<file path="src/rtl/thread_generator.sv">
// Raster-order pixel dispatcher. Issues one (x, y) coordinate per clock while the ray core
// reports free, walking the frame left-to-right, top-to-bottom.
// Optional feature macro: THREADGEN_FRAME_LOOP_EN -- when defined, the frame restarts from
// (0,0) after a one-cycle WRAP_WAIT gap instead of parking in DONE until reset.
module thread_generator #(
  parameter int unsigned H_RES = 640,
  parameter int unsigned V_RES = 480
) (
  input  logic       clk,
  input  logic       rst,
  input  logic       ray_core_free,
  output logic [9:0] pixel_x,
  output logic [9:0] pixel_y,
  output logic       valid
);

  localparam logic [9:0] XMax = 10'(H_RES - 1);
  localparam logic [9:0] YMax = 10'(V_RES - 1);

`ifdef THREADGEN_FRAME_LOOP_EN
  typedef enum logic [1:0] {StIssue = 2'd0, StDone = 2'd1, StWrapWait = 2'd2} state_e;
`else
  typedef enum logic [1:0] {StIssue = 2'd0, StDone = 2'd1} state_e;
`endif

  state_e     state_q, state_d;
  logic [9:0] cx_q, cx_d;
  logic [9:0] cy_q, cy_d;
  logic [9:0] pixel_x_q, pixel_x_d;
  logic [9:0] pixel_y_q, pixel_y_d;
  logic       valid_q, valid_d;
  logic [1:0] sync_q;
  logic       rst_n;

  // Reset synchronizer: assertion passes straight through, release takes two clk edges.
  always_ff @(posedge clk or negedge rst) begin
    if (!rst) begin
      sync_q <= 2'b00;
    end else begin
      sync_q <= {sync_q[0], 1'b1};
    end
  end

  assign rst_n = sync_q[1];

  // State, cursor and registered outputs.
  always_ff @(posedge clk or negedge rst_n) begin
    if (!rst_n) begin
      state_q   <= StIssue;
      cx_q      <= '0;
      cy_q      <= '0;
      pixel_x_q <= '0;
      pixel_y_q <= '0;
      valid_q   <= 1'b0;
    end else begin
      state_q   <= state_d;
      cx_q      <= cx_d;
      cy_q      <= cy_d;
      pixel_x_q <= pixel_x_d;
      pixel_y_q <= pixel_y_d;
      valid_q   <= valid_d;
    end
  end

  // Next-state: issue the cursor pixel when the core is free, then advance in raster order.
  always_comb begin
    state_d   = state_q;
    cx_d      = cx_q;
    cy_d      = cy_q;
    pixel_x_d = pixel_x_q;
    pixel_y_d = pixel_y_q;
    valid_d   = 1'b0;
    unique case (state_q)
      StIssue: begin
        if (ray_core_free) begin
          pixel_x_d = cx_q;
          pixel_y_d = cy_q;
          valid_d   = 1'b1;
          if (cx_q == XMax) begin
            cx_d = '0;
            if (cy_q == YMax) begin
              cy_d = '0;
`ifdef THREADGEN_FRAME_LOOP_EN
              state_d = StWrapWait;
`else
              state_d = StDone;
`endif
            end else begin
              cy_d = cy_q + 10'd1;
            end
          end else begin
            cx_d = cx_q + 10'd1;
          end
        end
      end
      // Frame finished: outputs hold, core requests ignored until reset.
      StDone: begin
        state_d = StDone;
      end
`ifdef THREADGEN_FRAME_LOOP_EN
      // One idle cycle between frames; the cursor is already back at (0,0).
      StWrapWait: begin
        state_d = StIssue;
      end
`endif
      default: begin
        state_d = StIssue;
      end
    endcase
  end

  assign pixel_x = pixel_x_q;
  assign pixel_y = pixel_y_q;
  assign valid   = valid_q;

endmodule

</file>
<file path="config.mk">
export PLATFORM = sky130hd
export DESIGN_NAME = thread_generator
export DESIGN_NICKNAME = d
export VERILOG_FILES = /design/src/rtl/thread_generator.sv
export SDC_FILE = /design/constraint.sdc
export NUM_CORES = 1
export LEC_CHECK = 0
export BUFFER_PORTS_ARGS = -buffer_cell sky130_fd_sc_hd__buf_2
export CORE_ASPECT_RATIO = 0.75
export CORE_MARGIN = 2
export CORE_UTILIZATION = 25
export DETAILED_ROUTE_END_ITERATION = 16
export PLACE_DENSITY = 0.51
export SYNTH_ARGS = -nofsm -noshare
export SYNTH_HDL_FRONTEND = slang
export SYNTH_SLANG_ARGS = --single-unit
</file>
<file path="constraint.sdc">
create_clock -name clk -period 1.3 [get_ports clk]
set_input_delay 0 -clock clk [delete_from_list [all_inputs] [get_ports clk]]
set_output_delay 0 -clock clk [all_outputs]
set_load 0.01 [all_outputs]
</file>
## After elaboration in Yosys (flattened, before gate mapping)

Cells that the tools add are included.

- Bits in registers: 45
- Latch bits: 0
- RAM bits: 0
- Bits in read-only memories: 0
- Output and inout bits: 21
- Memories kept: 0

- Add/subtract/negate cells: 2
- Multipliers: 0
- Divide/modulo/power cells: 0
- $lt $le $gt $ge: 0
- Equality and inequality tests: 6
- Shift operators: 0
- Muxes and demuxes: 8
- Bitwise operators: 0
- Reduce and logical (&&, ||, !) cells: 4

Operators with widths:

| cell | count |
|---|---|
| adder 10 x 1 -> 10 bit, second input constant | 2 |
| 2-to-1 mux 10 bit | 2 |
| == test 10 bit, second input constant | 1 |
| == test 10 x 9 -> 1 bit, second input constant | 1 |
| 2-to-1 mux 2 bit | 3 |
| != test 2 bit, second input constant | 3 |
| AND reduction 3 bit | 2 |
| one-hot mux 2 bit (2 select lines) | 1 |
| == test 2 x 1 -> 1 bit, second input constant | 1 |
| logical NOT 2 bit | 1 |
| 2-to-1 mux 1 bit | 2 |
| AND reduction 2 bit | 1 |

## Depth between registers and ports, before layout

Gate-level depths: netlist of run 1.

- Depth in word-level cells: 5
- Depth in mapped cells: 6
- Gate-level depth less buffers: 5

## Worst setup path after synthesis of run 1

No wires, ideal clock.

- Path type: reg2reg
- Start: register cx_q[0]
- End: register cy_q[8]
- Arrival: 1.545 ns
- Required time: 1.224 ns
- Path slack: -0.321 ns
- Cell stages (with the launch flop): 6
- Buffers on the path: 0
- Cells stage by stage: dfrtp_1 -> ha_1 -> and4b_4 -> nand3_4 -> or4_1 -> o21ai_1

- Cells in the longest elaborated chain, start to end: 2

Ends and longest elaborated chain:

| element | line | source |
|---|---|---|
| start: declaration | 27 | `logic [9:0] cx_q, cx_d;` |
| start signal: assignment | 50 | `cx_q <= '0;` |
| start signal: assignment | 57 | `cx_q <= cx_d;` |
| == test 10 bit | 79 | `if (cx_q == XMax) begin` |
| AND reduction 3 bit (no line) | - |  |
| end signal: assignment | 58 | `cy_q <= cy_d;` |
| end: declaration | 28 | `logic [9:0] cy_q, cy_d;` |

Every way passes these cells.
A chain may end at the register's enable or synchronous reset.

## Final worst setup path of run 1

- Start: register cy_q[3]
- End: register cy_q[3]

- Cells in the longest elaborated chain, start to end: 2
- Elaborated cells on any way between the ends: 3
- Classes of those cells: add/sub (1); eq/ne (1); mux (1)

Ends and longest elaborated chain:

| element | line | source |
|---|---|---|
| adder 10 x 1 -> 10 bit / == test 10 x 9 -> 1 bit (equally long branches) | 89, 81 |  |
| 2-to-1 mux 10 bit * | 81 | `if (cy_q == YMax) begin` |

Mark *: on every way between the ends. The rest lies on a longest branch, timed or not.

==> results of run 1 <==
[metrics by stage]
step	setup WS [ns]	instance area (µm²)	hold WS, ns	TNS [ns]
floorplan	-0.3129	1911	-0.2956	-1.562
global placement	-0.2375	2404	-0.2124	-2.042
detailed placement	-0.2772	2404	-0.2106	-2.268
CTS	-0.1909	2664	0.1748	-1.971
global route	-0.2928	2763	0.2593	-3.963
finish	-0.2145	2763	0.2243	-2.417
[layout by cell type, fill, tap and decap left out, drive strengths merged]
master	count
nor2b	1
nand4	5
or3	1
ha	2
o41ai	2
o21ai	8
o211ai	1
nand2b	3
clkinvlp	2
conb	1
and4	2
xor2	2
a21o	2
nand3	6
and3	3
nor4	1
clkbuf	5
xnor2	6
inv	2
buf	70
nor2	4
dlygate4sd3	3
o31a	1
a22o	3
or4	1
dfrtp	44
clkinv	1
nor3	4
nand2	68
and4b	1
a21oi	1
o31ai	3
nor3b	1
a31o	1
[metal layers]
layer  GRT usage, %  vias to the layer above  wire length (µm)
met3          2.956                        5               148
met2          16.45                       25              1845
met5              0                        -                 0
met1          15.85                      717              2231
li1               -                      782                 -
met4          4.865                        0                55
[tightest hold or removal path, delay by kind of cell]
| family | cells | cell delay, ns |
|---|---|---|
| buffers and inverters | 2 | 0.20 |
| AO/OA/AOI/OAI | 1 | 0.08 |
| AND/OR/NAND/NOR | 2 | 0.20 |
[logic make-up (layout without fill, tap and decap cells)]
family          after synthesis  in the layout  share of synthesized area (%)
other cells                   1              1                         0.1997
simple gates                101            101                          26.05
compound gates               22             22                          8.128
fa+ha+maj                     2              2                          1.332
flops                        44             44                          58.63
xor+xnor                      8              8                          3.731
buf+inv                       9             83                          1.932
[power by group]
group          total [mW]  internal, mW  switching [mW]  leakage (nW)
Clock               0.881         0.381           0.500        0.0404
Combinational       0.602         0.298           0.304         0.770
Sequential           1.57          1.51          0.0671         0.590
[worst min-delay path by stage]
| stage | endpoint | depth (start not counted) | slack [ns] |
|---|---|---|---|
| after global placement | sync_q[0]$_DFF_PN0_ | 1 | -0.21 |
| after CTS | valid$_DFF_PN0_ | 4 | 0.17 |
| after global routing | cx_q[9]$_DFFE_PN0P_ | 5 | 0.26 |
| after floorplan | sync_q[0]$_DFF_PN0_ | 0 | -0.30 |
| final | cx_q[9]$_DFFE_PN0P_ | 5 | 0.22 |
| after detailed placement | sync_q[0]$_DFF_PN0_ | 1 | -0.21 |
[cell type report]
cell class                      count  share of cell area [%]
Sequential cell                    44                   39.90
Clock inverter                      3                  0.8605
Timing Repair Buffer               73                   20.02
Tap cell                          101                   4.574
Clock buffer                        5                   2.491
Multi-Input combinational cell    134                   31.88
Inverter                            2                  0.2717
[registers in the layout, indices dropped and copies added (netlist names)]
signal,count
pixel_x,10
pixel_y,10
sync_q,2
cy_q,10
state_q,1
cx_q,10
valid,1
[repair_timing]
item,4_1_cts,5_1_grt
gates cloned,0,0
endpoints found under the hold margin,3,0
setup buffers,5,8
endpoints found under the setup margin,16,21
pin swaps,15,7
gates resized for setup,24,15
hold buffers,3,0
==> metrics.md, run 1 <==
| Metric | Value |
|---|---|
| Initial Util | `25.74%` |
| FF/Latch Area | `1102 µm²` |
| Clk root buf | `clkbuf_8` |
| Worst Path Max Fanout | `4` |
| Pin count of the biggest net entering global routing | `43` |
| Critical Path Sink | `cy_q[3]$_DFFE_PN0P_` |
| Synthesized area | `1878 µm²` |
| Syn Area/Cell | `10.04 µm²` |
| # rows | `27` |
| Final net count | `265` |
| Worst-path cell chain | `nand4_1, nor4_4, buf_4, o21ai_2, a22o_1` |
| Failing checks | `setup timing` |
| Slowest-stage cell, CP | `nor4_4` |
| Crit. End Element | `flop` |
| Post-Route Utilization | `37.86%` |
| Via count | `1,529` |
| Final non-filler cell total | `362` |
| Post-DP HPWL | `2.875 mm` |
| Layout cells sized above 1 | `42.15%` |
| Power Density | `1106 nW/µm²` |
| Initial antenna violation count | `0` |
| Total power | `3.056 mW` |
| Synth-to-Final Area Change | `47.10%` |
| Setup slack after layout | `-0.2145 ns` |
| Top delay family on crit path | `simple AND/OR/NAND/NOR gates` |
| Max cap viols | `0` |
| Hold Startpoint | `ray_core_free` |
| Core area | `7297 µm²` |
| WP data required | `1.50 ns` |
| Max Fclk | `0.6603 GHz` |
| RSZ-0062 raised after global routing | `yes` |
| Post-synth top cells | `68 x nand2_1, 44 x dfrtp_1, 7 x o21ai_0` |
| Max Slew Vio Count | `0` |
| Die X | `104.1 µm` |
| Post-synth EDFFs | `0` |
| FFs w/ async S/R, synth | `100.0%` |
| RR Endpoint | `cy_q[3]$_DFFE_PN0P_` |
| Die ar. | `8229 µm²` |
| I/O Pins | `24` |
| Register area share after synthesis | `58.63%` |
| # DRC | `0` |
| GRT overflow | `0` |
| CTS HTree Levels | `2` |
| Routed Antenna Nets | `0` |
| Flops & latches, synth | `44` |
| Clock sink count | `44` |
| Layout Skew | `0.01032 ns` |
| Hold Violations, Final | `0` |
| Leak | `1.400 nW` |
| Number of stages on the worst setup path | `5` |
| Crit start category | `flop` |
| Fillers | `750` |
| GRT Total Usage | `11.30%` |
| CTS max path bufs | `2` |
| Area leader, netlist | `dfrtp_1` |
| DRT iter0 DRCs | `68` |
| Vias in the first global route | `1,516` |
| Critical Path Start | `cy_q[3]$_DFFE_PN0P_` |
| Crit path DAT | `1.71 ns` |
| Flop-to-flop setup slack | `-0.21 ns` |
| Reg-to-Reg Start | `cy_q[3]$_DFFE_PN0P_` |
| Clock slew seen by the registers of the worst setup and hold paths | `0.09 ns` |
| Share of the synthesized area in the top cell type | `58.63%` |
| First-pass GRT wire length | `7.327 mm` |
| RePlAce Congestion | `0.8394` |
| Status | `finished with violations` |
| Crit Path Class | `reg -> reg` |
| WL per Instance | `11.83 µm` |
| Area contributors post-synth | `dfrtp_1 59%, nand2_1 14%, xnor2_1 2.8%` |
| Post-route minimum period | `1.514 ns` |
| Most frequent cell after synthesis | `nand2_1` |
| Cells after synthesis | `187` |
| Synth warn | `0` |
| Vias per inst | `4.224` |
| CTS tree | `built` |
| Netlist cell types | `37` |
| Total Wirelength | `4.281 mm` |
| Hold Crit Class | `in -> reg` |
| Mapped Nets | `192` |
| # diodes | `0` |
| Die Ht | `79.06 µm` |
| Total CTS buffers | `5` |
| Dpl cells | `341` |
| Worst vdd ir | `0.4235 mV` |
| Clock latency on the worst-skew pair | `0.30 ns` |
| Finish-stage setup viols | `18` |
| Multi-input gate area | `880.8 µm²` |
| Final Cycle Share | `116.5%` |
| Main synth FF type | `dfrtp_1` |
| Worst Path Buf+Inv | `1` |
| Cells on worst reg2reg path | `5` |
| 1st-pass router iterations | `4` |
| Max incr delay on CP | `0.39 ns` |
| Port Buf Inserts | `23` |
Power figures use the tool's default switching activity.
==> inputs of run 2 (changes only) <==
--- a/config.mk
+++ b/config.mk
@@ -5,6 +5,7 @@
 export SDC_FILE = /design/constraint.sdc
 export NUM_CORES = 1
 export LEC_CHECK = 0
+export ABC_AREA = 1
 export BUFFER_PORTS_ARGS = -buffer_cell sky130_fd_sc_hd__buf_2
 export CORE_ASPECT_RATIO = 0.75
 export CORE_MARGIN = 2
==> metrics.md, run 2 <==
| Metric | Value |
|---|---|
| Share of the synthesized area in the top cell type | `52.35% (-6.3 points)` |
| GRT Total Usage | `12.11% (+0.81 points)` |
| Clock latency on the worst-skew pair | `0.31 ns (about the same)` |
| Switching share of power | `21.12% (-7.4 points)` |
| # DRC | `0 (unchanged)` |
| Layout cells sized above 1 | `32.81% (-9.3 points)` |
| DRT iter0 DRCs | `102 (+50%)` |
| Total negative slack | `-0.5856 ns (+1.831 ns)` |
| Main synth FF type | `dfrtp_1` |
| Via count | `1,779 (+16%)` |
| WP data required | `1.51 ns (about the same)` |
| Max cap viols | `0 (unchanged)` |
| RePlAce Congestion | `0.7897 (-5.9%)` |
| # diodes | `0 (unchanged)` |
| Worst Path Max Fanout | `5 (+1)` |
| Syn Area/Cell | `8.281 µm² (-18%)` |
| Hold Crit Class | `reg -> async` |
| Post-route minimum period | `1.370 ns (-0.1441 ns)` |
| 1st-pass router iterations | `4 (unchanged)` |
| Status | `finished with violations` |
| CTS HTree Levels | `2 (unchanged)` |
| Initial Util | `26.22% (+0.48 points)` |
| # rows | `28 (+3.7%)` |
| WL per Instance | `12.02 µm (+1.7%)` |
| Cells after synthesis | `254 (+36%)` |
| Crit start category | `flop` |
| Finish-stage setup viols | `15 (-3)` |
| Post-DP HPWL | `3.629 mm (+26%)` |
| Crit. End Element | `flop` |
| Initial antenna violation count | `0 (unchanged)` |
| Core area | `8023 µm² (+9.9%)` |
| Crit Path Class | `reg -> reg` |
| First-pass GRT wire length | `8.562 mm (+17%)` |
| Die Ht | `83.44 µm (+5.5%)` |
| Clk pwr share | `42.8% (+14 points)` |
| Vias in the first global route | `1,717 (+13%)` |
| Worst vdd ir | `0.4856 mV (+15%)` |
| Clock sink count | `44 (unchanged)` |
| CTS max path bufs | `2 (unchanged)` |
| Die X | `109.9 µm (+5.6%)` |
| Area contributors post-synth | `dfrtp_1 52%, nand2_1 15%, nand3_1 4.3%` |
| FFs w/ async S/R, synth | `100.0% (unchanged)` |
| Dpl cells | `406 (+19%)` |
| Power Internal | `1.957 mW (-10%)` |
| Port Buf Inserts | `23 (unchanged)` |
| Routed Antenna Nets | `0 (unchanged)` |
| Clk root buf | `clkbuf_8` |
| I/O Pins | `24 (unchanged)` |
| RSZ-0062 raised after global routing | `yes` |
| Crit path DAT | `1.58 ns (-0.13 ns)` |
| Area leader, netlist | `dfrtp_1` |
| Leak | `1.473 nW (+5.2%)` |
| Flops & latches, synth | `44 (unchanged)` |
| Max Slew Vio Count | `0 (unchanged)` |
| Max Fclk | `0.7297 GHz (+11%)` |
| Netlist cell types | `29 (-22%)` |
| Most frequent cells in the layout | `81 x nand2_1, 43 x dfrtp_1, 30 x buf_4` |
| Synth-to-Final Area Change | `34.50%` |
| Clock slew seen by the registers of the worst setup and hold paths | `0.08 ns (about the same)` |
| Flop pwr share | `55.6% (+4.1 points)` |
| Vias per inst | `4.216 (-0.19%)` |
| Power Density | `877.0 nW/µm² (-21%)` |
| Critical Path Start | `cx_q[0]$_DFFE_PN0P_` |
| Setup slack after layout | `-0.07040 ns (+0.1441 ns)` |
| Commonest non-fill, non-tap cell in the layout | `nand2_1` |
| Final net count | `321 (+21%)` |
| Die ar. | `9170 µm² (+11%)` |
| Sw Pwr | `523.9 µW (-40%)` |
| CTS tree | `built` |
| Layout Skew | `0.007243 ns (-0.003081 ns)` |
| Combinational power share | `1.5% (-18 points)` |
| Final non-filler cell total | `422 (+17%)` |
| Total Wirelength | `5.073 mm (+19%)` |
| Hold Violations, Final | `0 (unchanged)` |
| Synth warn | `0 (unchanged)` |
| Mapped Nets | `259 (+35%)` |
| GRT overflow | `0 (unchanged)` |
| Most frequent cell after synthesis | `nand2_1` |
| Register area share after synthesis | `52.35% (-6.3 points)` |
| Reg-to-Reg Start | `cx_q[0]$_DFFE_PN0P_` |
| Synthesized area | `2103 µm² (+12%)` |
| Failing checks | `setup timing` |
| Final Cycle Share | `105.4% (-11 points)` |
| Pin count of the biggest net entering global routing | `23 (-47%)` |
| Post-synth top cells | `84 x nand2_1, 44 x dfrtp_1, 23 x inv_1` |
| Post-synth EDFFs | `0 (unchanged)` |
| Total CTS buffers | `5 (unchanged)` |
==> run 2: repair_timing <==
action,CTS,global route
endpoints found under the setup margin,16,20
cloned,1,0
gates resized for setup,9,19
setup buffers,1,4
hold buffers,3,0
pin swaps,13,13
hold endpoints to repair,3,0
==> run 2: path summary, 6_finish.rpt <==
check | endpoint | slack [ns] | depth (start not counted)
min | pixel_y[9]$_DFFE_PN0P_ | 0.18 | 0
min reg2reg | pixel_y[9]$_DFFE_PN0P_ | 0.18 | 0
min in group clk | sync_q[1]$_DFF_PN0_ | 0.36 | 0
max | cy_q[9]$_DFFE_PN0P_ | -0.07 | 7
max in group asynchronous | sync_q[1]$_DFF_PN0_ | 0.64 | 3
max reg2reg | cy_q[9]$_DFFE_PN0P_ | -0.07 | 7
==> run 2: kinds of logic (layout without fill, tap and decap cells) <==
group                    after synthesis  count (layout)  share of synthesized area [%]
AND/OR/NAND/NOR                      145             146                          31.35
flip-flops                            44              44                          52.35
buffers and inverters                 33              95                          6.960
AO/OA/AOI/OAI                         24              24                          5.889
XOR/XNOR                               5               5                          2.082
adder cells (fa/ha/maj)                2               2                          1.190
other                                  1               1                         0.1783
==> run 2: cell type report <==
cell class                      count  area [µm²]
Inverter                           27       105.1
Timing Repair Buffer               60       424.2
Fill cell                         853        5194
Clock buffer                        6       72.57
Tap cell                          105       131.4
Sequential cell                    44        1102
Clock inverter                      2       35.03
Multi-Input combinational cell    178       958.4
==> run 2: metal layers <==
layer  track usage (%)  up-vias  routed length [µm]
li1                  -      920                   -
met1             19.27      819                2923
met2             15.06       33                1856
met3             3.611        7                 226
met4             3.797        0                  66
met5                 0        -                   0
==> run 2: per-stage QoR <==
step	cell area (µm²)	hold slack, ns	setup WS, ns	total power, mW	utilization [%]
floorplan	2107	-0.2956	-0.02295	1.417	-
global placement	2547	-0.2150	-0.05000	1.442	31.75
detailed placement	2547	-0.2137	-0.08478	1.442	31.75
CTS	2746	0.1897	-0.01644	2.517	34.23
global route	2829	0.2176	-0.1515	2.584	35.26
finish	2829	0.1793	-0.07040	2.481	35.26
==> run 2: worst max-delay path, stage by stage, from the launching register on <==
cell	delay, ns
dfrtp_1	0.40
ha_4	0.20
nand3_2	0.10
nor3_4	0.20
nand4_1	0.13
buf_6	0.15
nand2_1	0.05
nand2_1	0.05
==> run 2: power groups by stage <==
stage	Combinational (mW)	Clock (mW)	Sequential, mW
floorplan	0.000263	0	1.42
global placement	0.0332	0	1.41
detailed placement	0.0333	0	1.41
CTS	0.0400	1.10	1.38
global route	0.0442	1.16	1.38
finish	0.0382	1.06	1.38
